`src/rtl/reg_read_bypass_stage.sv`:
```
// Register-read stage: drives RF read addresses, resolves operands against the
// forwarding buses and registers them behind a valid/ready handshake.
module reg_read_bypass_stage #(
    parameter int XLEN       = 32,
    parameter int ADDR_W     = 5,
    parameter int NUM_SRC    = 3,
    parameter int NUM_BYPASS = 2,
    parameter int PAYLOAD_W  = 128,
    parameter bit ZERO_REG   = 1'b1
) (
    input  logic                         clk,
    input  logic                         rst,
    input  logic                         flush,
    input  logic                         in_valid,
    output logic                         in_ready,
    input  logic [PAYLOAD_W-1:0]         in_payload,
    input  logic [NUM_SRC*ADDR_W-1:0]    in_src_addr,
    input  logic [NUM_SRC-1:0]           in_src_en,
    output logic [NUM_SRC*ADDR_W-1:0]    rf_read_addr,
    input  logic [NUM_SRC*XLEN-1:0]      rf_read_value,
    input  logic [NUM_BYPASS-1:0]        byp_valid,
    input  logic [NUM_BYPASS*ADDR_W-1:0] byp_addr,
    input  logic [NUM_BYPASS*XLEN-1:0]   byp_value,
    output logic                         out_valid,
    input  logic                         out_ready,
    output logic [PAYLOAD_W-1:0]         out_payload,
    output logic [NUM_SRC*XLEN-1:0]      out_src_value
);

    logic [NUM_SRC*ADDR_W-1:0] src_addr_q;
    logic [NUM_SRC-1:0]        src_en_q;
    logic [NUM_SRC*XLEN-1:0]   cap_value;
    logic [NUM_SRC*XLEN-1:0]   snoop_value;
    logic                      accept;

    // Bypass loop runs high-to-low so the lowest matching index is written last and wins.
    function automatic logic [XLEN-1:0] resolve(
        input logic                         en,
        input logic [ADDR_W-1:0]            a,
        input logic [XLEN-1:0]              v,
        input logic [NUM_BYPASS-1:0]        bv,
        input logic [NUM_BYPASS*ADDR_W-1:0] ba,
        input logic [NUM_BYPASS*XLEN-1:0]   bd
    );
        logic [XLEN-1:0] r;
        r = v;
        for (int j = NUM_BYPASS - 1; j >= 0; j--) begin
            if (bv[j] && (ba[j*ADDR_W +: ADDR_W] == a)) begin
                r = bd[j*XLEN +: XLEN];
            end
        end
        if (ZERO_REG && (a == '0)) begin
            r = '0;
        end
        if (!en) begin
            r = '0;
        end
        return r;
    endfunction

    assign rf_read_addr = in_src_addr;
    assign in_ready     = !flush && (!out_valid || out_ready);
    assign accept       = in_valid && in_ready;

    always_comb begin
        cap_value   = '0;
        snoop_value = '0;
        for (int i = 0; i < NUM_SRC; i++) begin
            cap_value[i*XLEN +: XLEN] = resolve(in_src_en[i], in_src_addr[i*ADDR_W +: ADDR_W],
                                                rf_read_value[i*XLEN +: XLEN],
                                                byp_valid, byp_addr, byp_value);
            snoop_value[i*XLEN +: XLEN] = resolve(src_en_q[i], src_addr_q[i*ADDR_W +: ADDR_W],
                                                  out_src_value[i*XLEN +: XLEN],
                                                  byp_valid, byp_addr, byp_value);
        end
    end

    always_ff @(posedge clk) begin
        if (rst || flush) begin
            out_valid     <= 1'b0;
            out_payload   <= '0;
            out_src_value <= '0;
            src_addr_q    <= '0;
            src_en_q      <= '0;
        end else if (accept) begin
            out_valid     <= 1'b1;
            out_payload   <= in_payload;
            out_src_value <= cap_value;
            src_addr_q    <= in_src_addr;
            src_en_q      <= in_src_en;
        end else if (out_valid && !out_ready) begin
            // Held op keeps tracking write-backs so it never leaves stale.
            out_src_value <= snoop_value;
        end else if (out_valid && out_ready) begin
            out_valid <= 1'b0;
        end
    end

endmodule

```
`config.mk`:
```
export PLATFORM = sky130hd
export DESIGN_NAME = reg_read_bypass_stage
export DESIGN_NICKNAME = d
export VERILOG_FILES = /design/src/rtl/reg_read_bypass_stage.sv
export SDC_FILE = /design/constraint.sdc
export NUM_CORES = 1
export LEC_CHECK = 0
export BUFFER_PORTS_ARGS = -buffer_cell sky130_fd_sc_hd__buf_2
export CAP_MARGIN = 10
export CELL_PAD_IN_SITES_DETAIL_PLACEMENT = 0
export CELL_PAD_IN_SITES_GLOBAL_PLACEMENT = 1
export CORE_AREA = 5 5 219 221
export CTS_BUF_LIST = sky130_fd_sc_hd__clkbuf_8
export CTS_CLUSTER_SIZE = 12
export DETAILED_ROUTE_END_ITERATION = 16
export DIE_AREA = 0 0 224 226
export PLACE_DENSITY_LB_ADDON = 0.08
export REMOVE_ABC_BUFFERS = 1
export SLEW_MARGIN = 15
export SYNTH_ARGS = -nofsm -noshare
export SYNTH_HDL_FRONTEND = slang
export SYNTH_SLANG_ARGS = --single-unit
export TNS_END_PERCENT = 100
```
`constraint.sdc`:
```
create_clock -name clk -period 2.4 [get_ports clk]
set_input_delay 0.12 -clock clk [delete_from_list [all_inputs] [get_ports clk]]
set_output_delay 0.12 -clock clk [all_outputs]
set_load 0.01 [all_outputs]
```
==> metrics.md <==
| Metric | Value |
|---|---|
| Clk buf depth | `3` |
| Syn_area_per_cell | `approximately 7.5 um2` |
| Number of synthesized flops with an enable pin | `0` |
| Cell mode on critical path | `dlygate4sd3_1` |
| Antenna violations before repair | `16` |
| HP Start | `byp_value[16]` |
| Clock Sink Count | `between 200 and 250` |
| Setup bufs post-CTS | `0` |
| Pre-antenna DRT Iters | `5` |
| Top routing layer in use | `met5` |
| Main synth FF type | `dfxtp_1` |
| I/O Buffers | `563` |
| Seq cells post-synth | `roughly 240` |
| Met2 Wirelength | `around 35000 um` |
| Maxcap violations | `0` |
| Max Slew Vio Count | `0` |
| Crit Path Max Fanout | `26` |
| Largest net degree at the start of global routing | `97` |
| Power, Total | `between 10 and 15 mW` |
| Final wirelength | `75600 um` |
| Worst-Skew Late Latency | `640 ps` |
| Worst Path Required | `around 3000 ps` |
| Worst hold path stage count | `4` |
| Status | `finished clean` |
| CP max stage delay | `~580 ps` |
| Worst min path class | `input pin to register` |
| Total congestion overflow | `0` |
| Critical path, cell by cell | `dlygate4sd3_1 -> buf_2 -> xor2_1 -> nor4_4 -> and2_1 -> buf_12 -> o311ai_1 -> dlygate4sd3_1 -> a31oi_1` |
| Fin crit share | `a little over nine tenths` |
| Crit path launch type | `input pin` |
| DIE AREA | `a little over 50000 um2` |
| RR Endpoint | `out_src_value[54]` |
| Synth Cell Area | `between 15000 and 20000 um2` |
| Synth area leaders | `dfxtp_1 (32%), a21boi_0 (9.4%), nand2_1 (7.3%), o41ai_1 (5.5%), clkbuf_1 (4.9%)` |
| Setup violations, final | `0` |
| Core ar. | `46000 um2` |
| Most common cell in the netlist | `nand2_1` |
| Critical Path Sink Type | `register` |
| Pwr dens | `between 500 and 600 nW/um2` |
| CTS Root Cell | `clkbuf_8` |
| Worst hold margin | `~32 ps` |
| Drt wl/cell | `~23 um` |
| CP bufs+invs | `4` |
| Mapped Cells | `roughly 2.0k` |
| RSZ-0062 raised after global routing | `no` |
| Number of H-tree levels | `2` |
| Crit Path Class | `input pin to register` |
| Syn-to-layout area delta | `40.9%` |
| I/O pin count | `roughly 560` |
| Post-route ant nets | `0` |
| Yosys Warn Count | `0` |
| WL met3 | `6040 um` |
| Hold worst-path end | `out_src_value[16]` |
| R2r startpoint | `src_addr_q[5]` |
| Cell count after placement | `about 3k` |
| R2R Setup Slk | `about 170 ps` |
| Routability cong. | `around 0.88` |
| Worst EP arrival | `2820 ps` |
| Seq/Total Area, Yosys | `between 30% and 40%` |
| Delay-heaviest family, CP | `buffers and inverters` |
| Layout cells sized above 1 | `between 20% and 30%` |
| Vias in the first global route | `around 18k` |
| Cell taking the most area after synthesis | `dfxtp_1` |
| Maximum VDD drop | `around 0.0004 V` |
| First-pass GRT wire length | `110000 um` |
| Final worst clock skew | `22.3 ps` |
| Vias | `roughly 19k` |
| Max Freq | `around 440 MHz` |
| # DRC | `0` |
| Final #Nets | `approximately 3.0k` |
| Finished Layout Cells | `around 3.3k` |
| Pleak | `roughly 8.8 nW` |
| Post-synth top cells | `nand2_1 (298), dfxtp_1 (243), clkbuf_1 (198)` |
| Actual slew at the worst max-slew pin | `876 ps` |
| Worst-path clk slew | `about 60 ps` |
| Total track usage | `between 20% and 30%` |
| Die Wd | `approximately 220 um` |
| Clock buffer count from CTS | `slightly below 50` |
| Final-report hold violation count | `0` |
| Yosys cell types | `35` |
| Yosys top cell area share | `between 30% and 40%` |
| Critical path's slowest cell | `dlygate4sd3_1` |
| Die Y-Extent | `226 um` |
| Async set-or-reset flop fraction in the synthesized netlist | `0%` |
| Final HPWL DP | `a little over 50000 um` |
| R2R depth | `7` |
| CTS tree | `built` |
| Initial Util | `around a third` |
| Rows | `between 70 and 80` |
| WL met1 | `between 30000 and 40000 um` |
| Min Clock Period, post-route | `approximately 2300 ps` |
| Relative slew slack | `between 40% and 50%` |
| Via density | `~5.6` |
| Setup tns final | `0 ps` |
| First DRT Iteration DRCs | `between 1k and 1.5k` |
==> layer usage <==
layer,vias to the layer above,GRT usage (%)
li1,8730,-
met1,8800,36.0
met2,808,45.4
met3,158,6.82
met4,12,10.6
met5,-,0
==> registers in the layout, summed over array words and instances, names as in the netlist <==
name	count
src_en_q	3
out_src_value	96
out_payload	128
src_addr_q	15
out_valid	1
==> report_power, final <==
part / switching [mW] / internal, mW
clock: 2.03 / 2.73
sequential: 0.0663 / 4.15
combinational: 1.35 / 0.899
total: 3.45 / 7.78
==> timing repair <==
action	4_1_cts	5_1_grt
endpoints found under the setup margin	0	1
resized for setup	0	2
hold buffers	202	0
hold endpoints to repair	209	0
==> logic make-up (layout without fill, tap and decap cells) <==
| logic type | Yosys count | count (layout) | synth area share [%] |
|---|---|---|---|
| flip-flops | 243 | 243 | 31.9 |
| other | 0 | 11 | 0 |
| buffers and inverters | 266 | 915 | 7.81 |
| AND/OR/NAND/NOR | 738 | 738 | 24.1 |
| AO/OA/AOI/OAI | 728 | 728 | 32.7 |
| XOR/XNOR | 60 | 60 | 3.49 |
==> worst min-delay path: cells and delay by family <==
family / cells / cell delay (ps)
simple gates: 1 / 170
buf+inv: 1 / 160
compound gates: 2 / 160
==> metrics by stage <==
stage	setup WS (ps)	util, %	cell area (um2)
final	145	46.8	21500
after global routing	56.3	46.8	21500
after CTS	130	46.7	21500
after detailed placement	329	39.9	18300
after global placement	246	39.9	18300
after floorplan	-3340	-	14100
==> how the worst max path moves through the flow <==
stage,cells past startpoint,endpoint,start
floorplan,5,out_src_value[62],src_addr_q[5]
global placement,5,out_src_value[85],out_valid
detailed placement,6,out_src_value[62],out_valid
CTS,7,out_src_value[54],src_addr_q[7]
global route,9,out_src_value[58],in_src_addr[7]
finish,9,out_src_value[58],in_src_addr[7]
==> layout make-up <==
cell class	instances	area [um2]
clock buffer	72	991
timing repair buffer	826	5460
antenna	11	27.5
sequential	243	4860
clock inverter	17	96.3
multi-input combinational	1526	9300
fill	4742	24500
tap	607	759
==> placed cells by master, fill, tap and decap left out, types with 3 or more instances in the layout <==
master         count
a21boi_0         192
a21oi_1          146
a31oi_1           96
and2_1            11
and3_1           102
and4_1             6
buf_12            12
buf_2            562
buf_4             48
clkbuf_8          72
dfxtp_1          243
diode_2           11
dlygate4sd3_1    202
inv_1             13
nand2_1          297
nand3_1           94
nand3b_1          96
nand4_1            3
nor2_1            99
nor3_1             4
nor4_1             3
nor4_4             4
o21ai_0           69
o21ai_1           27
o311a_1            3
o311ai_0          58
o311ai_1          38
o41ai_1           96
or3_1              6
xnor2_1           21
xnor2_2            3
xor2_1            36
No activity file was read; power rests on OpenSTA's default activity.
